--- src/rtl/cmd_desc_loader.sv ---
// Command descriptor loader: writes an 8-byte descriptor into the regfile through the
// configuration port, then hands the regfile to the I3C controller and waits for completion.
module cmd_desc_loader #(
    parameter logic [11:0] CONFIG_LOCATION = 12'd1000,
    parameter int unsigned WR_GAP          = 2,
    parameter int unsigned TIMEOUT         = 50000
) (
    input  logic        i_sdr_clk,
    input  logic        i_sdr_rst,
    input  logic        i_desc_valid,
    output logic        o_desc_ready,
    input  logic [2:0]  i_cmd_attr,
    input  logic [3:0]  i_tid,
    input  logic [7:0]  i_cmd,
    input  logic        i_cp,
    input  logic [4:0]  i_dev_index,
    input  logic [2:0]  i_dtt,
    input  logic [2:0]  i_mode,
    input  logic        i_rnw,
    input  logic        i_wroc,
    input  logic        i_toc,
    input  logic [31:0] i_data,
    input  logic        i_abort,
    input  logic        i_ctrl_done,
    output logic [7:0]  o_regf_config,
    output logic [11:0] o_regf_wr_address_config,
    output logic        o_regf_wr_en_config,
    output logic        o_data_config_mux_sel,
    output logic        o_controller_en,
    output logic        o_busy,
    output logic        o_done,
    output logic        o_timeout
);

    typedef enum logic [2:0] {StIdle, StLoad, StSwitch, StRun, StDone} state_e;

    localparam logic [3:0]  GapLast = 4'(WR_GAP - 1);
    localparam logic [31:0] RunLast = 32'(TIMEOUT - 1);

    state_e      state_q, state_d;
    logic [63:0] desc_q, desc_d;
    logic [2:0]  idx_q, idx_d;
    logic [3:0]  gap_q, gap_d;
    logic [31:0] run_cnt_q, run_cnt_d;
    logic        done_d, timeout_d;
    logic [7:0]  cur_byte;
    logic [11:0] cur_addr;

    always_comb begin
        state_d   = state_q;
        desc_d    = desc_q;
        idx_d     = idx_q;
        gap_d     = gap_q;
        run_cnt_d = run_cnt_q;
        done_d    = 1'b0;
        timeout_d = 1'b0;
        case (state_q)
            StIdle: begin
                if (i_desc_valid && o_desc_ready) begin
                    // Descriptor is held already packed: byte k lives in desc[8k +: 8].
                    desc_d  = {i_data,
                               i_toc, i_wroc, i_rnw, i_mode, i_dtt[2:1],
                               i_dtt[0], 2'b00, i_dev_index,
                               i_cp, i_cmd[7:1],
                               i_cmd[0], i_tid, i_cmd_attr};
                    idx_d   = 3'd0;
                    gap_d   = 4'd0;
                    state_d = StLoad;
                end
            end
            StLoad: begin
                if (i_abort) begin
                    state_d = StIdle;
                end else if (gap_q == GapLast) begin
                    gap_d = 4'd0;
                    if (idx_q == 3'd7) state_d = StSwitch;
                    else               idx_d   = idx_q + 3'd1;
                end else begin
                    gap_d = gap_q + 4'd1;
                end
            end
            StSwitch: begin
                if (i_abort) begin
                    state_d = StIdle;
                end else begin
                    state_d   = StRun;
                    run_cnt_d = 32'd0;
                end
            end
            StRun: begin
                // Abort beats completion, completion beats timeout.
                if (i_abort) begin
                    state_d = StIdle;
                end else if (i_ctrl_done) begin
                    state_d = StDone;
                    done_d  = 1'b1;
                end else if (run_cnt_q == RunLast) begin
                    state_d   = StIdle;
                    timeout_d = 1'b1;
                end else begin
                    run_cnt_d = run_cnt_q + 32'd1;
                end
            end
            StDone:  state_d = StIdle;
            default: state_d = StIdle;
        endcase
    end

    assign cur_byte = desc_d[{idx_d, 3'b000} +: 8];
    assign cur_addr = CONFIG_LOCATION + {9'd0, idx_d};

    // Outputs are registered from next-state values so they line up with the state register.
    always_ff @(posedge i_sdr_clk) begin
        if (i_sdr_rst) begin
            state_q                  <= StIdle;
            desc_q                   <= 64'd0;
            idx_q                    <= 3'd0;
            gap_q                    <= 4'd0;
            run_cnt_q                <= 32'd0;
            o_desc_ready             <= 1'b0;
            o_busy                   <= 1'b0;
            o_regf_wr_en_config      <= 1'b0;
            o_regf_config            <= 8'h00;
            o_regf_wr_address_config <= 12'h000;
            o_data_config_mux_sel    <= 1'b1;
            o_controller_en          <= 1'b0;
            o_done                   <= 1'b0;
            o_timeout                <= 1'b0;
        end else begin
            state_q                  <= state_d;
            desc_q                   <= desc_d;
            idx_q                    <= idx_d;
            gap_q                    <= gap_d;
            run_cnt_q                <= run_cnt_d;
            o_desc_ready             <= (state_d == StIdle);
            o_busy                   <= (state_d != StIdle);
            o_regf_wr_en_config      <= (state_d == StLoad);
            o_regf_config            <= (state_d == StLoad) ? cur_byte : 8'h00;
            o_regf_wr_address_config <= (state_d == StLoad) ? cur_addr : 12'h000;
            o_data_config_mux_sel    <= !((state_d == StSwitch) || (state_d == StRun));
            o_controller_en          <= (state_d == StRun);
            o_done                   <= done_d;
            o_timeout                <= timeout_d;
        end
    end

endmodule

--- config.mk ---
export PLATFORM = sky130hd
export DESIGN_NAME = cmd_desc_loader
export DESIGN_NICKNAME = d
export VERILOG_FILES = /design/src/rtl/cmd_desc_loader.sv
export SDC_FILE = /design/constraint.sdc
export NUM_CORES = 1
export LEC_CHECK = 0
export ABC_AREA = 1
export BUFFER_PORTS_ARGS = -buffer_cell sky130_fd_sc_hd__buf_2
export CAP_MARGIN = 10
export CORE_ASPECT_RATIO = 2
export CORE_MARGIN = 2
export CORE_UTILIZATION = 30
export DETAILED_ROUTE_END_ITERATION = 10
export PLACE_DENSITY_LB_ADDON = 0.08
export SLEW_MARGIN = 20
export SYNTH_ARGS = -nofsm -noshare
export SYNTH_HDL_FRONTEND = slang
export SYNTH_SLANG_ARGS = --single-unit
--- constraint.sdc ---
create_clock -name i_sdr_clk -period 3.9 [get_ports i_sdr_clk]
set_clock_uncertainty 0.2 [all_clocks]
set_input_delay 0.78 -clock i_sdr_clk [delete_from_list [all_inputs] [get_ports i_sdr_clk]]
set_output_delay 0.78 -clock i_sdr_clk [all_outputs]
set_load 0.01 [all_outputs]
# == Yosys cells after proc, flatten, opt, wreduce, memory -nomap -nowiden ==
# Index checks and enable logic that the tools add are counted.
# W data, S select, Z words.
# word_totals
reg_bits,133
in_bits,67
output_inout_bits,27
word_cells,76
# op_classes
addsub,4
n_eq_ne,15
n_shift,1
muxes,27
n_bitwise,2
reduce_logical,13
# ops
op,count
$mux W32,4
$mux W64,2
$pmux W32 S2,1
$shiftx A64 B7 Y8,1
$mux W3,11
$add A32 B1 Y32 const B,1
$eq A32 B16 Y1 const B,1
$eq A3 B2 Y1 const B,4
$mux W4,3
$ne A2 B2 Y1 const B,6
$pmux W3 S4,1
$add A10 B3 Y11 const A,1
$pmux W4 S2,1
$eq A3 B1 Y1 const B,2
$logic_not A3 Y1,2
$pmux W3 S2,1
$reduce_and A5 Y1,1
$add A4 B1 Y4 const B,1
$eq A4 B1 Y1 const B,1
$reduce_bool A2 Y1,2
$reduce_or A4 Y1,1
$add A3 B1 Y3 const B,1
$eq A3 B3 Y1 const B,1
$reduce_and A3 Y1,1
other kinds (9),11

# == Depth between registers and ports, before layout ==
# Gate-level depths: netlist of the first run.
# depth
ltp_word,8
ltp_mapped,13

# == Worst setup path after synthesis of the first run ==
# No wires, ideal clock.
# synth_timing
path_kind,input port to flip-flop
startpoint,in i_desc_valid
endpoint,reg o_regf_config[5]
setup_ns,0.113
t_arrival_ns,1.876
required_time_ns,3.587
setup_slack_ns,1.711
stages,12
path_buffers,2
cell_sequence,nand2_1 inv_1 nand3_1 buf_4 buf_6 or2_1 o21ai_1 nand2_1 nand3_1 nand2_1 nor2_1 nor2_1
# synth_via
elab_chain_cells,6
# synth_lines
element,line,source
from (decl),10,"input logic i_desc_valid,"
$logic_and A1 B1 Y1 (*),59,if (i_desc_valid && o_desc_ready) begin
branches (longest 5 deep; another with $shiftx A64 B7 Y8),-,
to (signal assigned),138,o_regf_config <= (state_d == StLoad) ? cur_byte : 8'h00;
to (decl),25,"output logic [7:0] o_regf_config,"
# Mark *: on every way between the ends.
# A chain may end at the register's enable or synchronous reset.

# == Final worst setup path of the first run ==
# layout_timing
startpoint,in i_desc_valid
endpoint,reg o_regf_config[1]
# Same word-level chain as after synthesis.

==> results.txt, run 1 <==
Via count: 6,172
Cts bufs inserted: 17
Main flop type after synthesis: dfxtp_1
Register area: 2500 um^2
Worst skew pair latency: 430 ps
Max Root-Sink Buffers: 2
Fillers: 2,327
Detailed Place HPWL: 16,300 um
Final worst-path cycle share: 63.5%
H-tree Lvls: 4
Lkg Pwr: 3.21 nW
Arr. time, crit path: 2600 ps
Final slew viol count: 0
Antenna Violating Nets Remaining: 0
Seq/Total Area, Yosys: 39.2%
Highest Clock Rate: 404 MHz
R2R depth: 11
Commonest non-fill, non-tap cell in the layout: nand2_1
Initial antenna violation count: 1
IO Pins: 94
Postcts setup bufs: 0
Resized cells post-CTS: 0
Final setup fails: 0
Total Power: 3.54 mW
Std cell rows: 75
Yosys reg bits: 125
# DRC: 0
Core area: 20,900 um^2
Crit start category: input pin
Die W: 107 um
Synth warn: 0
Slew HR: 52.5%
Worst Path Required: 4020 ps
Die area: 22,500 um^2
Finished Layout Cells: 1,320
Commonest non-fill, non-tap cells in the layout: nand2_1, nor2_1, dfxtp_1
Clk root buf: clkbuf_16
CP endpoint kind: flop
Max VDD drop: 0.386 mV
Synth Cell Area: 6380 um^2
Routed wire per std cell: 16.2 um
Final Core Density: 36.7%
Layout cells sized above 1: 14.9%
Launch point of the worst reg-to-reg path: gap_q[0]
EDFF count, synth: 0
Simple-Gate Fraction of Synth Area: 40.2%
Worst Setup Path Type: in -> reg
Hold path cells: 2
CTS hold repair buffers: 0
Flop-to-flop setup slack: 1450 ps
Hold Fails Final Rpt: 0
Synth Area in XOR/XNOR: 2.06%
Max-Cap Viols: 0
CTS tree: yes
Main combinational cell family by area after synthesis: simple AND/OR/NAND/NOR gates
Syn-to-layout area delta: 20.3%
Largest net degree at the start of global routing: 59
Worst Hold End: desc_q[21]
Maximum fanout along the worst path: 33
GP Congestion: 0.930
Final min period: 2480 ps
Multi-input gate area: 3300 um^2
Placement Setup Slack: 967 ps
Tot GR Track Use: 19.7%
Tightest Pin Transition: 713 ps
Vias in the first global route: 6,252
Vias per inst: 4.68
Final TNS setup: 0 ps
# nets final: 1,108
Hold Crit Class: reg -> reg
Die height: 210 um
DR pass1 iterations: 5
Mux cell area share after synthesis: 0%
Worst Setup Slack, final: 1420 ps
Post-Synth Adder-Cell Area: 0.784%
Initial Utilization: 30.5%
Synth cell types: 36
Gr ovfl total: 0
Inst Count DP: 1,287
TritonCTS Sinks: 125
PortBufs: 90
Hold_sp: desc_q[21]
Capture point of the worst reg-to-reg path: o_regf_config[1]
Syn Inst Count: 971
RSZ-0062 raised after global routing: false
PD cells: 460 nW/um^2
Status: finished clean
Final wirelength: 21,300 um
Ys async rst share: 0%
First-pass GRT wire length: 33,100 um
Post-synthesis compound-gate area fraction: 8.57%
Clock slew at reported path FFs: 60 ps
1st-iter DRT viols: 234
Mean Syn Cell Area: 6.57 um^2
-- routing by layer --
metal / global-route usage, % / vias to the layer above / part of all wire (%)
met4: 10.9 / 0 / 4.5
li1: - / 3202 / -
met3: 3.43 / 43 / 2.6
met2: 40.1 / 125 / 59
met5: 0 / - / 0
met1: 17.3 / 2802 / 34
-- critical path, cell delays in order --
cell     delay [ps]
buf_2            90
nand2_1         120
inv_1            70
nand3_1         220
nand2_1         100
inv_2            80
nand2_4         220
nand2_4         390
nand2_1          90
nand3_1         160
nand2_1          70
nor2_1          120
nor2_1           60
-- worst max-delay path by stage --
stage,slack [ps],start,to
finish,1420,i_desc_valid,o_regf_config[1]
global route,1180,run_cnt_q[0],run_cnt_q[9]
CTS,1420,i_desc_valid,o_regf_config[1]
detailed placement,970,i_desc_valid,o_regf_config[1]
global placement,970,i_desc_valid,o_regf_config[1]
floorplan,1710,i_desc_valid,o_regf_config[5]
-- metrics by stage --
step           area (um^2)  hold WS [ps]
2_1_floorplan         6390           225
3_3_place_gp          6990           248
3_5_place_dp          6990           256
4_1_cts               7680           265
5_1_grt               7680           310
6_report              7680           263
-- where the power goes --
part | switching (mW) | internal, mW | total (mW)
combinational | 0.207 | 0.116 | 0.323
clock | 0.624 | 1.24 | 1.86
sequential | 0.0170 | 1.34 | 1.35
-- kinds of logic after synthesis --
group,after synthesis
AOI/OAI and AO/OA,106
xor gates and xnor gates,15
adders and majority gates,4
buffers and inverters,132
DFF,125
other,1
and+or+nand+nor,588
-- synthesized netlist by cell type, types with 2 or more instances --
library cell,number,area [um^2]
nand2_1,238,893
nor2_1,175,657
dfxtp_1,125,2500
nand3_1,101,505
inv_1,75,282
a21oi_1,36,180
o21ai_0,36,180
o21ai_1,29,145
buf_2,25,125
or2_1,21,131
nor3_1,15,75.1
clkbuf_1,14,52.6
buf_4,11,82.6
or2_0,11,68.8
xor2_1,10,87.6
nand4_1,5,31.3
nor2_4,5,56.3
xnor2_1,5,43.8
ha_1,4,50.1
inv_2,4,15.0
nor2_2,4,25.0
nand3_2,3,30.0
a21oi_2,2,17.5
buf_6,2,22.5
nand2_2,2,12.5
nand2_4,2,22.5
nor3_2,2,20.0
-- sequential cells by signal, indices dropped and copies added (netlist names), 3 cells and up --
signal                    cells
gap_q                         4
o_regf_wr_address_config      4
run_cnt_q                    32
state_q                       3
idx_q                         3
desc_q                       64
o_regf_config                 8
-- cell type report --
| type | instances | area share [%] |
|---|---|---|
| Antenna cell | 1 | 0.0326 |
| Clock buffer | 19 | 5.90 |
| Clock inverter | 13 | 3.05 |
| Inverter | 79 | 3.86 |
| Multi-Input combinational cell | 716 | 43.0 |
| Sequential cell | 125 | 32.6 |
| Tap cell | 269 | 4.38 |
| Timing Repair Buffer | 98 | 7.17 |
Note: power is estimated with default switching activity, not from simulation.
==> run 2: changes to the inputs <==
- ABC_AREA: 1 -> 0
- clock period: 3.9 -> 2.5 ns (I/O delays scaled with it)
==> results.txt, run 2 <==
Status: complete, but fails checks
Failing checks: negative setup slack
Slew HR: 46.5%
Yosys reg bits: 125
Hold Crit Class: in -> reg
Die height: 199 um
Synth warn: 0
Synth Cell Area: 5720 um^2
Max stage delay on crit path: 340 ps
WP buf/inv: 3
Max VDD drop: 0.409 mV
Vias per inst: 4.90
Maximum fanout along the worst path: 6
Total Power: 5.12 mW
CTS tree: yes
Launch point of the worst reg-to-reg path: gap_q[1]
DR pass1 iterations: 4
Arr. time, crit path: 2630 ps
WHS: 124 ps
Area share of the largest cell type after synthesis: 43.7%
Die area: 20,300 um^2
Clock slew at reported path FFs: 60 ps
Number of cells on the critical path: 10
Highest Clock Rate: 396 MHz
Gr ovfl total: 0
Inst Count DP: 1,067
Clock share of power: 51.3%
Cts bufs inserted: 17
Cell-internal power: 3.94 mW
DP Area: 6840 um^2
Tot GR Track Use: 19.2%
Largest net degree at the start of global routing: 73
Final slew viol count: 0
Final setup fails: 3
Finished Layout Cells: 1,100
Core area: 18,700 um^2
Ys async rst share: 0%
GP Congestion: 0.875
Count leader, synth: nand2_1
CP Capture Point: o_regf_config[3]
Regs by FF count: desc_q (64), run_cnt_q (32), o_regf_config (8)
Syn Inst Count: 696
Final TNS setup: -58.7 ps
Via count: 5,391
Critical path's most frequent cell: buf_4
Mean Syn Cell Area: 8.22 um^2
PortBufs: 90
1st-iter DRT viols: 122
Detailed Place HPWL: 14,300 um
Placement Setup Slack: -334 ps
Top reg by flops: desc_q
Commonest non-fill, non-tap cells in the layout: nand2_1, dfxtp_1, a21oi_1
TritonCTS Sinks: 125
Worst Setup Slack, final: -26.1 ps
Sw frac: 23.1%
Top Family by Delay on Critical Path: simple AND/OR/NAND/NOR gates
IO Pins: 94
Area leader, netlist: dfxtp_1
CP endpoint kind: flop
CP max stage cell: nor3b_4
Syn-to-layout area delta: 33.5%
NetSw: 1.18 mW
Crit path from: gap_q[1]
Final Core Density: 40.7%
Capture point of the worst reg-to-reg path: o_regf_config[3]
Die W: 102 um
Final instance area: 7640 um^2
Tightest Pin Transition: 802 ps
Ranking of synthesized cells by area: dfxtp_1, nand2_1, a21oi_1, xnor2_1, nor2_1
EDFF count, synth: 0
# DRC: 0
Initial Utilization: 30.5%
Register area: 2510 um^2
Final worst-path cycle share: 101%
Seq/Total Area, Yosys: 43.7%
Crit start category: flop
Final min period: 2530 ps
Synth cell types: 66
Main flop type after synthesis: dfxtp_1
Lkg Pwr: 3.01 nW
Worst Setup Path Type: reg -> reg
Sequential Power Share: 41.0%
RSZ-0062 raised after global routing: true
Max-Cap Viols: 0
Antenna Violating Nets Remaining: 0
H-tree Lvls: 4
Worst-path cell chain: inv_2 -> ha_4 -> nor3b_4 -> buf_4 -> and4_4 -> a31oi_4 -> buf_4 -> mux2_1 -> o221a_1 -> a21o_1
# nets final: 904
Max Root-Sink Buffers: 2
Comb power frac: 7.7%
Commonest non-fill, non-tap cell in the layout: nand2_1
Antenna cell count: 0
Routed wire per std cell: 17.1 um
Layout cells sized above 1: 28.0%
R2R depth: 10
Flop-to-flop setup slack: -30 ps
First-pass GRT wire length: 29,500 um
Initial antenna violation count: 0
Most instantiated cells after synthesis: nand2_1, dfxtp_1, a21oi_1
Worst skew pair latency: 410 ps
Clk root buf: clkbuf_16
Std cell rows: 71
Multi-input gate area: 3030 um^2
Hold Fails Final Rpt: 0
Worst Path Required: 2610 ps
Fillers: 1,973
Max FFs per register: 64
Vias in the first global route: 5,602
PD cells: 670 nW/um^2
Final wirelength: 18,800 um
-- run 2: changes by cell type after synthesis, moves of 11 or more --
cell / previous run / this run
xnor2_1: 5 / 20
buf_2: 25 / 5
a211oi_1: 1 / 14
inv_1: 75 / 15
o21ai_0: 36 / 17
o21ai_1: 29 / 3
clkbuf_1: 14 / 31
nand2_1: 238 / 158
nand3_1: 101 / 10
mux2i_1: 0 / 12
or2_0: 11 / 0
a21oi_1: 36 / 94
or2_1: 21 / 0
nor2_1: 175 / 46
-- run 2: power by group through the flow --
stage / registers (mW) / logic (mW) / clock network (mW)
2_1_floorplan: 2.12 / 0.214 / 0
3_3_place_gp: 2.14 / 0.379 / 0
3_5_place_dp: 2.14 / 0.384 / 0
4_1_cts: 2.10 / 0.390 / 2.69
5_1_grt: 2.10 / 0.439 / 2.78
6_report: 2.10 / 0.392 / 2.62
-- run 2: how the worst min path moves through the flow --
| stage | end | slack [ps] | cells after the start | startpoint |
|---|---|---|---|---|
| finish | desc_q[47] | 120 | 3 | i_data[15] |
| global route | desc_q[58] | 120 | 3 | i_data[26] |
| CTS | desc_q[51] | 110 | 3 | i_data[19] |
| detailed placement | desc_q[39] | 240 | 2 | desc_q[39] |
| global placement | desc_q[39] | 240 | 2 | desc_q[39] |
| floorplan | desc_q[18] | 230 | 2 | desc_q[18] |
-- run 2: kinds of logic (layout without fill, tap and decap cells) --
| group | after synthesis | after routing | share of synthesized area [%] |
|---|---|---|---|
| buf+inv | 65 | 212 | 5.42 |
| simple gates | 285 | 285 | 23.7 |
| mux | 17 | 17 | 3.08 |
| other cells | 1 | 3 | 0.0655 |
| compound gates | 177 | 177 | 19.7 |
| fa+ha+maj | 4 | 4 | 0.875 |
| flops | 125 | 125 | 43.7 |
| xor+xnor | 22 | 22 | 3.37 |
-- run 2: cell type report --
cell class	count	area share (%)
Multi-Input combinational cell	508	39.7
Sequential cell	125	32.8
Timing Repair Buffer	165	14.4
Clock buffer	21	6.03
Tap cell	255	4.18
Clock inverter	10	2.15
Inverter	16	0.786
-- run 2: per-layer routing --
| layer | track usage, % | up-vias | wire (um) |
|---|---|---|---|
| met2 | 39.0 | 119 | 11300 |
| met5 | 0 | - | 0 |
| met4 | 8.26 | 0 | 600 |
| met3 | 2.76 | 30 | 471 |
| li1 | - | 2697 | - |
| met1 | 18.1 | 2545 | 6400 |
-- run 2: timing repair --
action | in CTS | in global routing
resized for setup | 12 | 23
endpoints found under the setup margin | 8 | 12
buffers inserted | 2 | 1
gates cloned | 0 | 0
hold buffers | 0 | 0
pin swaps | 3 | 7
-- run 2: worst register-to-register path: stages (launching register included) --
cell and delay [ps]:
dfxtp_2 320, inv_2 60, ha_4 120, nor3b_4 340, buf_4 180, and4_4 270, a31oi_4 80, buf_4 180
mux2_1 310, o221a_1 210, a21o_1 170
